<file path="src/rtl/systolic_pkg.sv">
// systolic_pkg: shared types and defaults for the systolic array sequencer.
// Holds the controller state enum, default array width and counter width.
package systolic_pkg;

  localparam int DEF_ARRAY_WIDTH = 16;
  localparam int DEF_CNT_W       = 16;

  typedef enum logic [2:0] {
    S_IDLE,
    S_CFG,
    S_LOAD_W,
    S_SWITCH,
    S_STREAM,
    S_DRAIN,
    S_DONE
  } state_t;

endpackage

</file>
<file path="src/rtl/systolic_skew.sv">
// systolic_skew: diagonal valid delay line, o_vld[i] = i_vld delayed i cycles.
// Ports: clk, rst_n (async active-low), i_vld, o_vld[N-1:0].
module systolic_skew #(
  parameter int N = 16
) (
  input  logic         clk,
  input  logic         rst_n,
  input  logic         i_vld,
  output logic [N-1:0] o_vld
);

  generate
    if (N > 1) begin : g_sr
      logic [N-2:0] r_sr;

      always_ff @(posedge clk or negedge rst_n) begin
        if (!rst_n) begin
          r_sr <= '0;
        end else begin
          r_sr[0] <= i_vld;
          for (int i = 1; i < N - 1; i++) begin
            r_sr[i] <= r_sr[i-1];
          end
        end
      end

      assign o_vld = {r_sr, i_vld};
    end else begin : g_wire
      assign o_vld = i_vld;
    end
  endgenerate

endmodule

</file>
<file path="src/rtl/systolic_ctrl.sv">
// systolic_ctrl: one-pass sequencer for an NxN weight-stationary array.
// Ports: start/cfg/busy/done job control, w_*/a_* buffer handshakes,
// sys_* array strobes, ub_rd_col_size_* column config, res_valid_in.
// Optional SYSTOLIC_CTRL_PERF_EN adds perf_busy_cyc_out/perf_stall_cyc_out.
module systolic_ctrl
  import systolic_pkg::*;
#(
  parameter int SYSTOLIC_ARRAY_WIDTH = DEF_ARRAY_WIDTH,
  parameter int CNT_W                = DEF_CNT_W
) (
  input  logic                            clk,
  input  logic                            rst,
  input  logic                            start_in,
  input  logic [15:0]                     cfg_cols_in,
  input  logic [CNT_W-1:0]                cfg_rows_in,
  output logic                            busy_out,
  output logic                            done_out,
  input  logic                            w_valid_in,
  output logic                            w_ready_out,
  input  logic                            a_valid_in,
  output logic                            a_ready_out,
  output logic [SYSTOLIC_ARRAY_WIDTH-1:0] sys_accept_w_out,
  output logic [SYSTOLIC_ARRAY_WIDTH-1:0] sys_switch_out,
  output logic [SYSTOLIC_ARRAY_WIDTH-1:0] sys_valid_out,
  output logic [15:0]                     ub_rd_col_size_out,
  output logic                            ub_rd_col_size_valid_out,
`ifdef SYSTOLIC_CTRL_PERF_EN
  output logic [31:0]                     perf_busy_cyc_out,
  output logic [31:0]                     perf_stall_cyc_out,
`endif
  input  logic [SYSTOLIC_ARRAY_WIDTH-1:0] res_valid_in
);

  localparam int N = SYSTOLIC_ARRAY_WIDTH;

  state_t           r_state;
  state_t           w_next;
  logic [15:0]      r_k;
  logic [CNT_W-1:0] r_m;
  logic [CNT_W-1:0] r_row;
  logic [CNT_W-1:0] r_res;

  logic [15:0]      w_k_in;
  logic             w_start;
  logic             w_w_hs;
  logic             w_a_hs;
  logic             w_res_hit;
  logic [N-1:0]     w_col_mask;
  logic [N-1:0]     w_last_col;

  assign w_k_in  = (cfg_cols_in > 16'(N)) ? 16'(N) : cfg_cols_in;
  assign w_start = (r_state == S_IDLE) & start_in;
  assign w_w_hs  = (r_state == S_LOAD_W) & w_valid_in;
  assign w_a_hs  = (r_state == S_STREAM) & a_valid_in;

  always_comb begin
    w_col_mask = '0;
    w_last_col = '0;
    for (int j = 0; j < N; j++) begin
      w_col_mask[j] = 16'(j) < r_k;
      w_last_col[j] = 16'(j + 1) == r_k;
    end
  end

  // only the last active column marks a finished output row
  assign w_res_hit = (|(res_valid_in & w_last_col)) &
                     ((r_state == S_STREAM) | (r_state == S_DRAIN));

  always_comb begin
    w_next = r_state;
    unique case (r_state)
      S_IDLE: begin
        if (start_in) begin
          if ((w_k_in == '0) || (cfg_rows_in == '0))
            w_next = S_DONE;
          else
            w_next = S_CFG;
        end
      end
      S_CFG:    w_next = S_LOAD_W;
      S_LOAD_W: begin
        if (w_valid_in && (r_row == CNT_W'(N - 1)))
          w_next = S_SWITCH;
      end
      S_SWITCH: w_next = S_STREAM;
      S_STREAM: begin
        if (a_valid_in && (r_row == r_m - 1'b1))
          w_next = S_DRAIN;
      end
      S_DRAIN: begin
        if (r_res == r_m)
          w_next = S_DONE;
      end
      S_DONE:   w_next = S_IDLE;
      default:  w_next = S_IDLE;
    endcase
  end

  always_ff @(posedge clk or negedge rst) begin
    if (!rst) begin
      r_state <= S_IDLE;
      r_k     <= '0;
      r_m     <= '0;
      r_row   <= '0;
      r_res   <= '0;
    end else begin
      r_state <= w_next;
      if (w_start) begin
        r_k   <= w_k_in;
        r_m   <= cfg_rows_in;
        r_row <= '0;
        r_res <= '0;
      end else begin
        // one counter serves weight rows, then input rows
        if (r_state == S_SWITCH)
          r_row <= '0;
        else if (w_w_hs | w_a_hs)
          r_row <= r_row + 1'b1;
        if (w_res_hit && (r_res != r_m))
          r_res <= r_res + 1'b1;
      end
    end
  end

  assign busy_out                 = r_state != S_IDLE;
  assign done_out                 = r_state == S_DONE;
  assign w_ready_out              = r_state == S_LOAD_W;
  assign a_ready_out              = r_state == S_STREAM;
  assign sys_accept_w_out         = w_w_hs ? w_col_mask : '0;
  assign sys_switch_out           = (r_state == S_SWITCH) ? '1 : '0;
  assign ub_rd_col_size_valid_out = r_state == S_CFG;
  assign ub_rd_col_size_out       = (r_state == S_CFG) ? r_k : '0;

  systolic_skew #(
    .N (N)
  ) u_skew (
    .clk   (clk),
    .rst_n (rst),
    .i_vld (w_a_hs),
    .o_vld (sys_valid_out)
  );

`ifdef SYSTOLIC_CTRL_PERF_EN
  logic [31:0] r_pbusy;
  logic [31:0] r_pstall;
  logic        w_stall;

  assign w_stall = ((r_state == S_LOAD_W) & ~w_valid_in) |
                   ((r_state == S_STREAM) & ~a_valid_in);

  always_ff @(posedge clk or negedge rst) begin
    if (!rst) begin
      r_pbusy  <= '0;
      r_pstall <= '0;
    end else if (w_start) begin
      r_pbusy  <= '0;
      r_pstall <= '0;
    end else begin
      if (busy_out) r_pbusy  <= r_pbusy + 32'd1;
      if (w_stall)  r_pstall <= r_pstall + 32'd1;
    end
  end

  assign perf_busy_cyc_out  = r_pbusy;
  assign perf_stall_cyc_out = r_pstall;
`endif

endmodule

</file>
<file path="config.mk">
export PLATFORM = sky130hd
export DESIGN_NAME = systolic_ctrl
export DESIGN_NICKNAME = d
export VERILOG_FILES = /design/src/rtl/systolic_pkg.sv /design/src/rtl/systolic_skew.sv /design/src/rtl/systolic_ctrl.sv
export SDC_FILE = /design/constraint.sdc
export NUM_CORES = 1
export LEC_CHECK = 0
export ABC_AREA = 1
export ABC_CLOCK_PERIOD_IN_PS = 4890
export CAP_MARGIN = 20
export CORE_AREA = 8 8 176 95
export CTS_CLUSTER_DIAMETER = 100
export DETAILED_ROUTE_END_ITERATION = 8
export DIE_AREA = 0 0 184 103
export GPL_ROUTABILITY_DRIVEN = 0
export HOLD_SLACK_MARGIN = 0.03
export PLACE_DENSITY = 0.63
export SLEW_MARGIN = 15
export SYNTH_ARGS = -nofsm -noshare
export SYNTH_HDL_FRONTEND = slang
export SYNTH_SLANG_ARGS = --single-unit
</file>
<file path="constraint.sdc">
create_clock -name clk -period 4.89 [get_ports clk]
set_clock_uncertainty 0.05 [all_clocks]
set_input_delay 1.2225 -clock clk [delete_from_list [all_inputs] [get_ports clk]]
set_output_delay 1.2225 -clock clk [all_outputs]
set_load 0.01 [all_outputs]
</file>
Word level (Yosys, flattened, before mapping) --
Index checks and enable logic that the tools add are counted.
Word-level totals: input port bits 53, latch bits 0, bits in writable memories 0, memories 0, word-level logic and storage cells 90, output and inout port bits 69, register bits after elaboration 82, ROM bits 0
Cells by class: bitwise operators 7, shift operators 0, multiplexer cells 15, equal/unequal tests 30, magnitude comparators 17, divide/modulo/power cells 0, add/subtract/negate cells 3, reductions and logical operators 12, $mul 0
Operators with widths (count):
- 2-to-1 mux 16 bit | 9
- equality test 4 x 16 -> 1 bit (first input constant) | 8
- < comparator 4 x 16 -> 1 bit (first input constant) | 8
- equality test 3 x 16 -> 1 bit (first input constant) | 4
- < comparator 3 x 16 -> 1 bit (first input constant) | 4
- adder 16 x 1 -> 16 bit (second input constant) | 2
- equality test 16 bit | 2
- equality test 2 x 16 -> 1 bit (first input constant) | 2
- zero test 16 bit | 2
- < comparator 1 x 16 -> 1 bit (first input constant) | 2
- < comparator 2 x 16 -> 1 bit (first input constant) | 2
- one-hot mux 3 bit (6 select lines) | 1
- AND 16 bit | 1
- equality test 1 x 16 -> 1 bit (first input constant) | 1
- equality test 16 x 4 -> 1 bit (second input constant) | 1
- equality test 5 x 16 -> 1 bit (first input constant) | 1
- > comparator 16 x 5 -> 1 bit (second input constant) | 1
- inequality test 16 bit | 1
- OR reduction 16 bit | 1
- subtractor 16 x 1 -> 16 bit (second input constant) | 1
- 2-to-1 mux 3 bit | 5
- equality test 3 bit (second input constant) | 3
- equality test 3 x 2 -> 1 bit (second input constant) | 2
- inequality test 2 x 1 -> 1 bit (second input constant) | 3
- 10 further kinds | 17

Longest topological paths before layout --
Gate-level depths: netlist (run 1).
depth after elaboration 7, gate-level depth with buffers 16, gate-level depth less buffers 16

Hierarchy --
A second synthesis (run 1) with hierarchy kept.
Unflattened totals: cells, all modules 912, area total of the unflattened synthesis 5835.6 um2
By module, submodules not included:
- systolic_ctrl | cells each 896, seq. area each 1676.6 um2, area an instance 5452.7 um2, times used 1
- systolic_skew | cells each 16, seq. area each 375.4 um2, area an instance 382.9 um2, times used 1

Worst setup path after synthesis (run 1) --
OpenSTA, ideal clock, no wires.
path kind input-to-output, start point input w_valid_in, end point output sys_accept_w_out[9], data arrival time 2133 ps, buffers on the path 1, data required time 3618 ps, cell stages on the path 5, setup slack 1485 ps, cell sequence nand2_1 -> clkbuf_1 -> a21oi_1 -> inv_1 -> a21oi_1
Between the ends: longest elaborated chain between the ends 2
Ends and longest elaborated chain:
- start, declared | line systolic_ctrl.sv:18 | input logic w_valid_in,
- AND 1 bit | line systolic_ctrl.sv:53 | assign w_w_hs = (r_state == S_LOAD_W) & w_valid_in;
- 2-to-1 mux 16 bit | line systolic_ctrl.sv:129 | assign sys_accept_w_out = w_w_hs ? w_col_mask : '0;
- end, declared | line systolic_ctrl.sv:22 | output logic [SYSTOLIC_ARRAY_WIDTH-1:0] sys_accept_w_out,
No other way between the ends.

Worst setup path after layout (run 1) --
Ends and elaborated chain as after synthesis.

==> results.txt, run 1 <==
* Number of hold violations in the final report: 0
- Clock transition at path regs: 0.06 ns
- In this run, distinct cell masters in the synthesized netlist total 45.
- Of the total synthesized cell area, the portion taken by AND, OR, NAND and NOR gates is 0.388.
- Dividing the detail-routed wire length by the instance count gives 15.6 µm.
- Max-Slew Margin vs Limit: 0.420
- The critical path is of the in2out type.
- For this block, the routed nets add up to 17100 µm of wire.
- STA classifies the critical path endpoint as an output pin.
- The worst hold path was traced through 0 stages.
- Of the total synthesized cell area, the portion taken by XOR and XNOR cells is 0.0604.
- For this block, the initial DRC count from the detailed router was 546.
- The share of total power dissipated in sequential elements is 0.455.
- Summed over all layers, the global routing overflow is 0.
- In this run the critical register-to-register path is launched from r_m[5]$_DFFE_PN0P_.
- Net switching power of the design: around 0.30 mW
* I/O pins: around 120
* FF+latch count, synth: 82
* Combinational group share of total power: 0.047
* Worst-case setup slack after placement: a little over 0.6 ns
* Synthesized Nets: 850
- Number of setup buffers added after CTS: 0
- Buffers added on ports: 121
- Measured along the x axis, the die boundary spans between 150 and 200 µm.
- The area growth from synthesis to layout is 28.9%.
- Of all nets on the critical path, the largest fanout is 4.
- Power Internal: 1.19 mW
- Max Clock Freq: 234 MHz
- Setup repair after global routing left no endpoint under its margin.
* Clock latency at the later pin of the worst-skew pair: 0.34 ns
- Seq/Total Area, Yosys: 0.371
* Yosys warnings: 0
* Min-Delay Startpoint: u_skew.g_sr.r_sr[6]$_DFF_PN0_
- Tmin final: 4.27 ns
- The pre-antenna-repair detailed-routing pass consisted of 5 iterations.
* Post-detail-place hpwl: around 13000 µm
* Antenna violations before repair: 1
- The initialized floorplan defines 31 standard-cell rows.
- Of the post-synthesis cell area, the dominant cell type holds 0.371.
- For the worst setup path, the data arrival time is 2.99 ns.
- The H-tree generated during clock tree synthesis spans 3 levels.
* Pwr Density: 209 nW/µm²
- Reg-to-reg setup timing slack: roughly 2.6 ns
* Setup violations, final: 0
* Proportion of register bits with asynchronous set or reset after synthesis: 1.00
- The number of pins exceeding their max-slew limit in the final report was 0.
- Fraction of final layout cells with drive strength greater than 1: 0.0633
- Hold bufs inserted after CTS: 0
* Critical Path Start Type: primary input
* Area leader, netlist: sky130_fd_sc_hd__dfrtp_1
- After filler insertion, the fill cell instance count of the layout stands at 1450.
- Of the total synthesized cell area, the portion taken by full adders, half adders and majority gates is 0.00679.
- Cells after synthesis: 794
- After synthesis the cells add up to 5530 µm².
- Compound-Gate Fraction of Synth Area: 0.0593
* Least-Margin Pin Slew: 0.862 ns
* Core Footprint: around 14000 µm²
- After detailed routing, the number of remaining DRC violations is 0.
- Entering global routing, the biggest net connects 83 pins.
* Data required time of the worst path: 3.62 ns
* Worst supply voltage drop on vdd: 0.000156 V
- Clk buf depth: 2
* Depth of the worst register-to-register path: 11
* Via count: 5452
* Number of enable-type register cells in the synthesized netlist: 0
* Syn Area/Cell: 6.96 µm²
- The initial utilization of the core area, before any placement, comes to 0.392.
- Number of sinks driven by the clock tree: 82
* Capture endpoint of the worst hold path: u_skew.g_sr.r_sr[7]$_DFF_PN0_
- Max-Cap Viols: 0
- In this run the clock root is driven by a sky130_fd_sc_hd__clkbuf_16.
- At the end of the flow the core is filled with cells to 0.505.
* Number of nets in the final layout: 952
- The first global-routing pass estimated 27000 µm of wire.
- Share of the clock period used by the worst path after layout: 0.873
- Class of the tightest hold or removal check: reg2reg
- Chip height: slightly above 100 µm
- The endpoint identified for the worst register-to-register timing path is r_state[0]$_DFFE_PN0P_.
- Setup total negative slack on the finished layout was measured at 0 ns.
- Post-route antenna net violation count: 0
- Post-DR vias/cell: 4.97
- Ranking of synthesized cells by area: sky130_fd_sc_hd__dfrtp_1, sky130_fd_sc_hd__nand2_1, sky130_fd_sc_hd__nor2_1
- Area of the die: around 19000 µm²
- The flow ran to the end, and the final reports show no timing, DRC or antenna violations.
- Of the total power, the share spent switching nets is 0.202.
- Combinational family with the most area after synthesis: simple AND/OR/NAND/NOR gates
- Number of diodes: 0
- CTS tree: yes
- In the synthesized netlist the dominant register cell turns out to be sky130_fd_sc_hd__dfrtp_1.
- Setup slack of the critical path after layout: 0.623 ns
- The via count of the first global-routing pass came to 4971.
- Number of CTS-inserted buffers: 9
- Number of gates resized after cts: 0
* GRT Util Overall: 0.181
- The portion of synthesized area spent on multiplexers is 0.
- Summed over all cells, the static leakage comes to 3.46 nW.
- Part of the power in the clock network: 0.498
area by class of cell:
cell class / instances / area, µm² / area share
timing repair buffer: 124 / 1230 / 0.173
clock inverter: 2 / 60.1 / 0.00842
sequential: 82 / 2050 / 0.288
clock buffer: 13 / 260 / 0.0365
inverter: 114 / 428 / 0.0600
tap: 198 / 248 / 0.0347
multi-input combinational: 565 / 2850 / 0.399
cells by family after synthesis:
group	count (synthesis)
simple gates	466
buf+inv	147
flops	82
compound gates	61
xor+xnor	35
fa+ha+maj	3
worst max path at each step:
stage / start / to / slack (ns) / depth (start not counted)
2_1_floorplan: w_valid_in / sys_accept_w_out[9] / 1.48 / 5
3_3_place_gp: w_valid_in / sys_accept_w_out[9] / 0.67 / 6
3_5_place_dp: w_valid_in / sys_accept_w_out[9] / 0.61 / 6
4_1_cts: w_valid_in / sys_accept_w_out[9] / 0.60 / 6
5_1_grt: w_valid_in / sys_accept_w_out[4] / 0.54 / 7
6_report: w_valid_in / sys_accept_w_out[9] / 0.62 / 6
layer usage:
metal	global-route usage	routed length, µm	vias up
met1	0.287	9070	2459
met3	0.0549	2040	12
met5	0	13	-
li1	-	-	2705
met4	0.0370	97	2
met2	0.227	5890	274
layout by cell type (no fill, tap or decap), types with 18 or more instances in the layout:
master / count
sky130_fd_sc_hd__nor2_1: 115
sky130_fd_sc_hd__o21ai_0: 33
sky130_fd_sc_hd__inv_1: 108
sky130_fd_sc_hd__nand2_1: 203
sky130_fd_sc_hd__clkdlybuf4s50_1: 120
sky130_fd_sc_hd__dfrtp_1: 82
sky130_fd_sc_hd__nand4_1: 25
sky130_fd_sc_hd__nor3_1: 18
sky130_fd_sc_hd__xor2_1: 24
sky130_fd_sc_hd__nand3_1: 56
Yosys cell counts, types with 2 or more instances:
| master | n |
|---|---|
| sky130_fd_sc_hd__nand2_2 | 2 |
| sky130_fd_sc_hd__o21ai_1 | 2 |
| sky130_fd_sc_hd__buf_1 | 2 |
| sky130_fd_sc_hd__nand4_1 | 25 |
| sky130_fd_sc_hd__ha_1 | 3 |
| sky130_fd_sc_hd__nand3b_1 | 7 |
| sky130_fd_sc_hd__a31oi_1 | 2 |
| sky130_fd_sc_hd__xor2_1 | 24 |
| sky130_fd_sc_hd__buf_2 | 5 |
| sky130_fd_sc_hd__nand3_2 | 10 |
| sky130_fd_sc_hd__inv_1 | 108 |
| sky130_fd_sc_hd__inv_2 | 5 |
| sky130_fd_sc_hd__nand2_1 | 204 |
| sky130_fd_sc_hd__nor4_1 | 5 |
| sky130_fd_sc_hd__a21oi_1 | 16 |
| sky130_fd_sc_hd__clkbuf_1 | 8 |
| sky130_fd_sc_hd__or2_2 | 4 |
| sky130_fd_sc_hd__buf_4 | 17 |
| sky130_fd_sc_hd__xnor2_1 | 9 |
| sky130_fd_sc_hd__o21ai_0 | 33 |
| sky130_fd_sc_hd__o22ai_1 | 2 |
| sky130_fd_sc_hd__nor2_2 | 6 |
| sky130_fd_sc_hd__xnor3_1 | 2 |
| sky130_fd_sc_hd__and3_1 | 2 |
| sky130_fd_sc_hd__nor3_1 | 18 |
| sky130_fd_sc_hd__nor3_2 | 2 |
| sky130_fd_sc_hd__dfrtp_1 | 82 |
| sky130_fd_sc_hd__nor2_1 | 115 |
| sky130_fd_sc_hd__nor2_4 | 3 |
| sky130_fd_sc_hd__nand3_1 | 56 |
stage by stage:
stage	instances	power [mW]	instance area, µm²	hold WS [ns]
global placement	1083	0.763	6810	0.307
CTS	1098	1.51	7130	0.325
floorplan	794	0.699	5530	0.366
finish	1098	1.49	7130	0.320
detailed placement	1083	0.763	6810	0.309
global route	1098	1.54	7130	0.332
registers in the layout, indices dropped and copies added, names as in the netlist:
signal	count
r_res	16
r_row	16
r_state	3
r_m	16
r_k	16
u_skew.g_sr.r_sr	15
worst max-delay path, stage by stage:
cell and delay [ns]:
sky130_fd_sc_hd__clkdlybuf4s50_1 0.53, sky130_fd_sc_hd__nand2_1 0.11, sky130_fd_sc_hd__a21oi_1 0.25, sky130_fd_sc_hd__inv_1 0.12
sky130_fd_sc_hd__a21oi_1 0.18, sky130_fd_sc_hd__clkdlybuf4s50_1 0.58
power by group through the flow:
stage	combinational, mW	clock [mW]	sequential (mW)
floorplan	0.00665	0	0.692
global placement	0.0711	0	0.692
detailed placement	0.0708	0	0.692
CTS	0.0712	0.764	0.679
global route	0.0771	0.783	0.679
finish	0.0703	0.743	0.680
(Power assumes the default switching activity.)
==> inputs of run 2 (changes only) <==
--- a/config.mk
+++ b/config.mk
@@ -6,7 +6,6 @@
 export NUM_CORES = 1
 export LEC_CHECK = 0
 export ABC_AREA = 1
-export ABC_CLOCK_PERIOD_IN_PS = 4890
 export CAP_MARGIN = 20
 export CORE_AREA = 8 8 176 95
 export CTS_CLUSTER_DIAMETER = 100
@@ -14,7 +13,7 @@
 export DIE_AREA = 0 0 184 103
 export GPL_ROUTABILITY_DRIVEN = 0
 export HOLD_SLACK_MARGIN = 0.03
-export PLACE_DENSITY = 0.63
+export MAX_ROUTING_LAYER = met4
 export SLEW_MARGIN = 15
 export SYNTH_ARGS = -nofsm -noshare
 export SYNTH_HDL_FRONTEND = slang
==> results.txt, run 2 (same netlist as run 1, synthesis figures left out) <==
* Via count: 5360
* Net switching power of the design: 0.329 mW
- Number of setup buffers added after CTS: 0
- The smallest clock period supported by the final layout is computed as 4.39 ns.
* Antenna violations before repair: 0
- After detailed placement, the total cell area comes to 6800 µm².
- At the later pin of the worst-skew pair, clock insertion delay measures 0.35 ns.
* GRT Util Overall: 0.191
* Drt first-iter violations: between 500 and 600
* I/O pins: ~120
- Clock-pin slew was measured on the worst setup and hold paths at 0.06 ns.
* Worst path cell trace: clkdlybuf4s50_1, nand2_1, a21oi_1, inv_1, a21oi_1, clkdlybuf4s50_1
- Result of the run: completed
* Number of diodes: 0
- Max-Cap Viols: 0
- From synthesis to final layout, the design area changed by 28.6%.
- Least-Margin Pin Slew: 0.891 ns
- Clock tree synthesis inserted a total of 9 buffers.
- TritonCTS built the clock tree.
- Pwr Density: 206 nW/µm²
- Cell internal power was estimated by the tool at 1.13 mW.
- Data required time of the worst path: 3.62 ns
- Max Clock Freq: 228 MHz
- Number of nets in the final layout: 951
* GRT Residual Overflow: 0
- Post-detail-place hpwl: 13600 µm
* Cell with the biggest individual delay on the critical path: sky130_fd_sc_hd__clkdlybuf4s50_1
- The via count of the first global-routing pass came to 5047.
- The number of pins exceeding their max-slew limit in the final report is 0.
- In the layout the commonest cells are sky130_fd_sc_hd__nand2_1, sky130_fd_sc_hd__clkdlybuf4s50_1, sky130_fd_sc_hd__nor2_1.
- Once detail routing completed, the nets flagged for antenna violations numbered 0.
- STA puts the critical path data arrival time at 3.11 ns.
* Leakage power: 3.45 nW
* Class of the tightest hold or removal check: reg2reg
* Fraction of final layout cells with drive strength greater than 1: 0.0656
- Part of the power in the clock network: 0.488
* Remaining DRCs: 0
- Fillers: 1467
* Buffers added on ports: between 100 and 150
- Of the total power, the share spent switching nets is 0.225.
- The share of total power dissipated in sequential elements is 0.464.
- Along the worst path, the maximum fanout reaches 11.
- Worst stage delay on the critical path: about 0.55 ns
* Max-Slew Margin vs Limit: 0.402
- Post-DR vias/cell: a little under 5
* Area of the die: roughly 19000 µm²
- Setup violations, final: 0
* Number of hold violations in the final report: 0
- Clk buf depth: 2
- Of the available clock period, the critical path in the final layout requires 0.897.
- The number of buffers and inverters on the critical path is 3.
- From bottom edge to top edge, the die measures approximately 100 µm.
* Worst-case setup slack after placement: 0.520 ns
- The number of gates resized after CTS was 0.
- Dividing the detail-routed wire length by the instance count gives 15.7 µm.
- The library cell used most frequently in the layout, excluding fill and tap cells, is sky130_fd_sc_hd__nand2_1.
* Kind of capture point of the worst setup path: output pin
* Core Footprint: 14100 µm²
* Total wire length after detailed routing: 17200 µm
- Entering global routing, the biggest net connects 51 pins.
- The share of total power dissipated in combinational logic is 0.048.
- The first detailed-routing pass ran for 5 iterations.
- VDD sags by at most 0.000190 V.
- Fin area: around 7100 µm²
- Setup TNS: 0 ns
- The worst path meets setup with 0.503 ns of slack.
* Cell row count: 31
- By startpoint and endpoint, the worst setup path is classified as in2out.
- Number of levels the H-tree was split into: 3
- Overall power of the completed layout: ~1.5 mW
- Hold bufs inserted after CTS: 0
- Number of sinks driven by the clock tree: 82
- The first global-routing pass estimated between 20000 and 30000 µm of wire.
- Setup repair after global routing left no endpoint under its margin.
- Clk root buf: sky130_fd_sc_hd__clkbuf_16
- Broken down by cell family, the worst path's largest delay share belongs to buffers and inverters.
- Die span in x: 184 µm
* Starting Density: 0.392
- Critical Path Start Type: primary input
-- run 2: final cells by class --
type,instances,area [µm²],share of cell area
Clock buffer,10,239,0.0336
Clock inverter,6,73.8,0.0104
Inverter,114,428,0.0602
Multi-Input combinational cell,565,2850,0.400
Sequential cell,82,2050,0.289
Tap cell,198,248,0.0348
Timing Repair Buffer,123,1220,0.172
-- run 2: through the flow --
stage	hold WS, ns	cells	utilization
floorplan	0.366	794	-
global placement	0.308	1082	0.481
detailed placement	0.310	1082	0.481
CTS	0.324	1098	0.504
global route	0.329	1098	0.504
finish	0.321	1098	0.504
-- run 2: routing by layer --
metal / track usage / share of wire / vias up
met1: 0.289 / 0.54 / 2409
met2: 0.237 / 0.34 / 233
met3: 0.0619 / 0.11 / 15
met5: - / 0 / -
met4: 0.0364 / 0.0090 / 0
li1: - / - / 2703
-- run 2: final timing paths --
| path | startpoint | end | slack, ns | cells past startpoint |
|---|---|---|---|---|
| worst min register to register | u_skew.g_sr.r_sr[13]$_DFF_PN0_ | u_skew.g_sr.r_sr[14]$_DFF_PN0_ | 0.32 | 0 |
| max in group asynchronous | rst | r_res[7]$_DFFE_PN0P_ | 3.01 | 2 |
| worst min-delay path | u_skew.g_sr.r_sr[13]$_DFF_PN0_ | u_skew.g_sr.r_sr[14]$_DFF_PN0_ | 0.32 | 0 |
| min in group asynchronous | rst | r_row[1]$_DFFE_PN0P_ | 0.84 | 1 |
| worst max register to register | r_state[2]$_DFFE_PN0P_ | r_row[10]$_DFFE_PN0P_ | 2.49 | 8 |
| worst max-delay path | w_valid_in | sys_accept_w_out[9] | 0.50 | 6 |
-- run 2: power groups by stage --
stage | registers [mW] | logic [mW] | clock network, mW
floorplan | 0.692 | 0.00665 | 0
CTS | 0.679 | 0.0715 | 0.733
detailed placement | 0.692 | 0.0709 | 0
global route | 0.679 | 0.0776 | 0.757
finish | 0.679 | 0.0698 | 0.714
global placement | 0.692 | 0.0711 | 0
==> inputs of run 3 (changes only) <==
--- a/config.mk
+++ b/config.mk
@@ -7,13 +7,14 @@
 export LEC_CHECK = 0
 export ABC_AREA = 1
 export CAP_MARGIN = 20
-export CORE_AREA = 8 8 176 95
+export CORE_AREA = 8 8 150 82
 export CTS_CLUSTER_DIAMETER = 100
 export DETAILED_ROUTE_END_ITERATION = 8
-export DIE_AREA = 0 0 184 103
+export DIE_AREA = 0 0 158 90
 export GPL_ROUTABILITY_DRIVEN = 0
 export HOLD_SLACK_MARGIN = 0.03
 export MAX_ROUTING_LAYER = met4
+export PLACE_DENSITY = 0.86
 export SLEW_MARGIN = 15
 export SYNTH_ARGS = -nofsm -noshare
 export SYNTH_HDL_FRONTEND = slang
==> results.txt, run 3 (same netlist as run 1, synthesis figures left out) <==
- CTS tree: yes
* Via count: between 5000 and 6000
* Hold slack final: 0.322 ns
- Post-route antenna net violation count: 0
* Routed wire length per instance: between 15 and 20 µm
- Synthesis-to-finish area growth: 27.6%
- Leakage power: ~3.5 nW
* Post-detail-place hpwl: roughly 13000 µm
- Max-Cap Viols: 0
- Max-Slew Margin vs Limit: 0.419
- Drt first-iter violations: 530
- Number of hold violations in the final report: 0
* Most common cell after layout, fill and taps aside: sky130_fd_sc_hd__nand2_1
* Pin count of the biggest net entering global routing: a little over 80
- Combinational group share of total power: 0.049
* Pwr Density: about 200 nW/µm²
- Wire length of the first global-routing pass: 25900 µm
- Post-DR vias/cell: around 5.3
- For the worst setup path, the data required time is 3.62 ns.
- GRT Util Overall: 0.233
* Net switching power of the design: 0.303 mW
* Part of the power in registers: 0.470
* Share of the clock period used by the worst path after layout: 0.905
- The flow ran to the end, and the final reports show no timing, DRC or antenna violations.
- The clock passes through at most 2 buffers.
- Kind of capture point of the worst setup path: output pin
- Worst setup path category: in2out
- For the final routed database, the setup TNS stands at 0 ns.
- Of the total power, the share spent switching nets is 0.209.
- The later pin in the worst-skew pair is clocked with a latency of 0.34 ns.
- For this configuration, the core starts out at a cell density of 0.531.
- Critical Path Start Type: primary input
- Counting I/O delays and the setup requirement, the final critical path takes 4.42 ns.
- The tightest min-delay check is of the reg2reg type.
- Total wire length after detailed routing: 16100 µm
* Hold bufs inserted after CTS: 0
- Of all nets on the critical path, the largest fanout is 11.
- The clock drives 82 sinks.
* Core Footprint: 10400 µm²
- The number of antenna violations at the first check in global routing came to 0.
- Number of nets in the final layout: 951
- Of the cells placed in the final design, the portion with a size suffix greater than 1 is 0.0633.
- Pin placement for this block handled 122 I/O pins.
- Highest-count cells in the layout ignoring fill and taps: sky130_fd_sc_hd__nand2_1, sky130_fd_sc_hd__clkdlybuf4s50_1, sky130_fd_sc_hd__nor2_1
- Initial DRT Pass Iterations: 5
* GRT Residual Overflow: 0
- Clock transition at path regs: 0.06 ns
* Unrepaired setup endpoints after global routing: false
- Number of levels the H-tree was split into: 3
- Across the VDD grid, the largest voltage drop is 0.000162 V.
- Timing would allow up to 226 MHz.
- Once the clock tree was built, the resizer swapped 0 gates to a different size.
- Worst-case setup slack after placement: 0.492 ns
* Least-Margin Pin Slew: ~0.87 ns
- The die covers 14200 µm².
* Die span in x: 158 µm
- Cell row count: 27
- For the worst setup path, the data arrival time is roughly 3.2 ns.
- Once the clock tree was built, the setup fixing pass inserted 0 buffers.
* Number of global-route vias before repair: 5036
* Setup violations, final: 0
- The internal portion of the total power is between 1 and 1.5 mW.
* Number of CTS-inserted buffers: 9
- Measured along the y axis, the die boundary spans 90 µm.
- Max-slew violation count: 0
- Setup slack of the critical path after layout: 0.466 ns
- Remaining DRCs: 0
* Clk root buf: sky130_fd_sc_hd__clkbuf_16
- Number of diodes: 0
- Port buffering added 121 buffers.
- The share of total power dissipated in the clock network is 0.481.
[run 3: routing by layer]
metal  vias to the layer above  global-route usage  wire (µm)
met1                      2504               0.340       7520
met3                        17              0.0860       2290
met5                         -                   -          0
li1                       2699                   -          -
met2                       324               0.302       6150
met4                         0              0.0421        161
[run 3: path summary, 6_finish.rpt]
kind / from / end / slack (ns) / cells after the start
max: w_valid_in / sys_accept_w_out[9] / 0.47 / 6
min: u_skew.g_sr.r_sr[10]$_DFF_PN0_ / u_skew.g_sr.r_sr[11]$_DFF_PN0_ / 0.32 / 0
max reg2reg: r_m[0]$_DFFE_PN0P_ / r_state[0]$_DFFE_PN0P_ / 2.52 / 16
min reg2reg: u_skew.g_sr.r_sr[10]$_DFF_PN0_ / u_skew.g_sr.r_sr[11]$_DFF_PN0_ / 0.32 / 0
max in group asynchronous: rst / r_state[1]$_DFFE_PN0P_ / 3.46 / 2
min in group asynchronous: rst / r_m[1]$_DFFE_PN0P_ / 0.73 / 1
[run 3: worst max-delay path, stage by stage]
cell	delay [ns]
sky130_fd_sc_hd__clkdlybuf4s50_1	0.48
sky130_fd_sc_hd__nand2_1	0.29
sky130_fd_sc_hd__a21oi_1	0.34
sky130_fd_sc_hd__inv_1	0.13
sky130_fd_sc_hd__a21oi_1	0.13
sky130_fd_sc_hd__clkdlybuf4s50_1	0.55
[run 3: per-stage QoR]
| stage | power [mW] | instances | instance area [µm²] | util |
|---|---|---|---|---|
| floorplan | 0.699 | 794 | 5530 | - |
| global placement | 0.760 | 1028 | 6720 | 0.646 |
| detailed placement | 0.760 | 1028 | 6720 | 0.646 |
| CTS | 1.45 | 1044 | 7030 | 0.675 |
| global route | 1.50 | 1045 | 7060 | 0.678 |
| finish | 1.45 | 1045 | 7060 | 0.678 |
[run 3: power groups by stage]
stage	sequential (mW)	clock [mW]	combinational, mW
5_1_grt	0.679	0.739	0.0774
4_1_cts	0.679	0.704	0.0687
2_1_floorplan	0.692	0	0.00665
6_report	0.679	0.696	0.0711
3_5_place_dp	0.692	0	0.0683
3_3_place_gp	0.692	0	0.0685
[run 3: final cells by class]
type                            count  area, µm²
Multi-Input combinational cell    565       2840
Clock inverter                      4       50.0
Timing Repair Buffer              123       1240
Tap cell                          145        181
Clock buffer                       12        256
Fill cell                         913       3350
Inverter                          114        428
Sequential cell                    82       2050
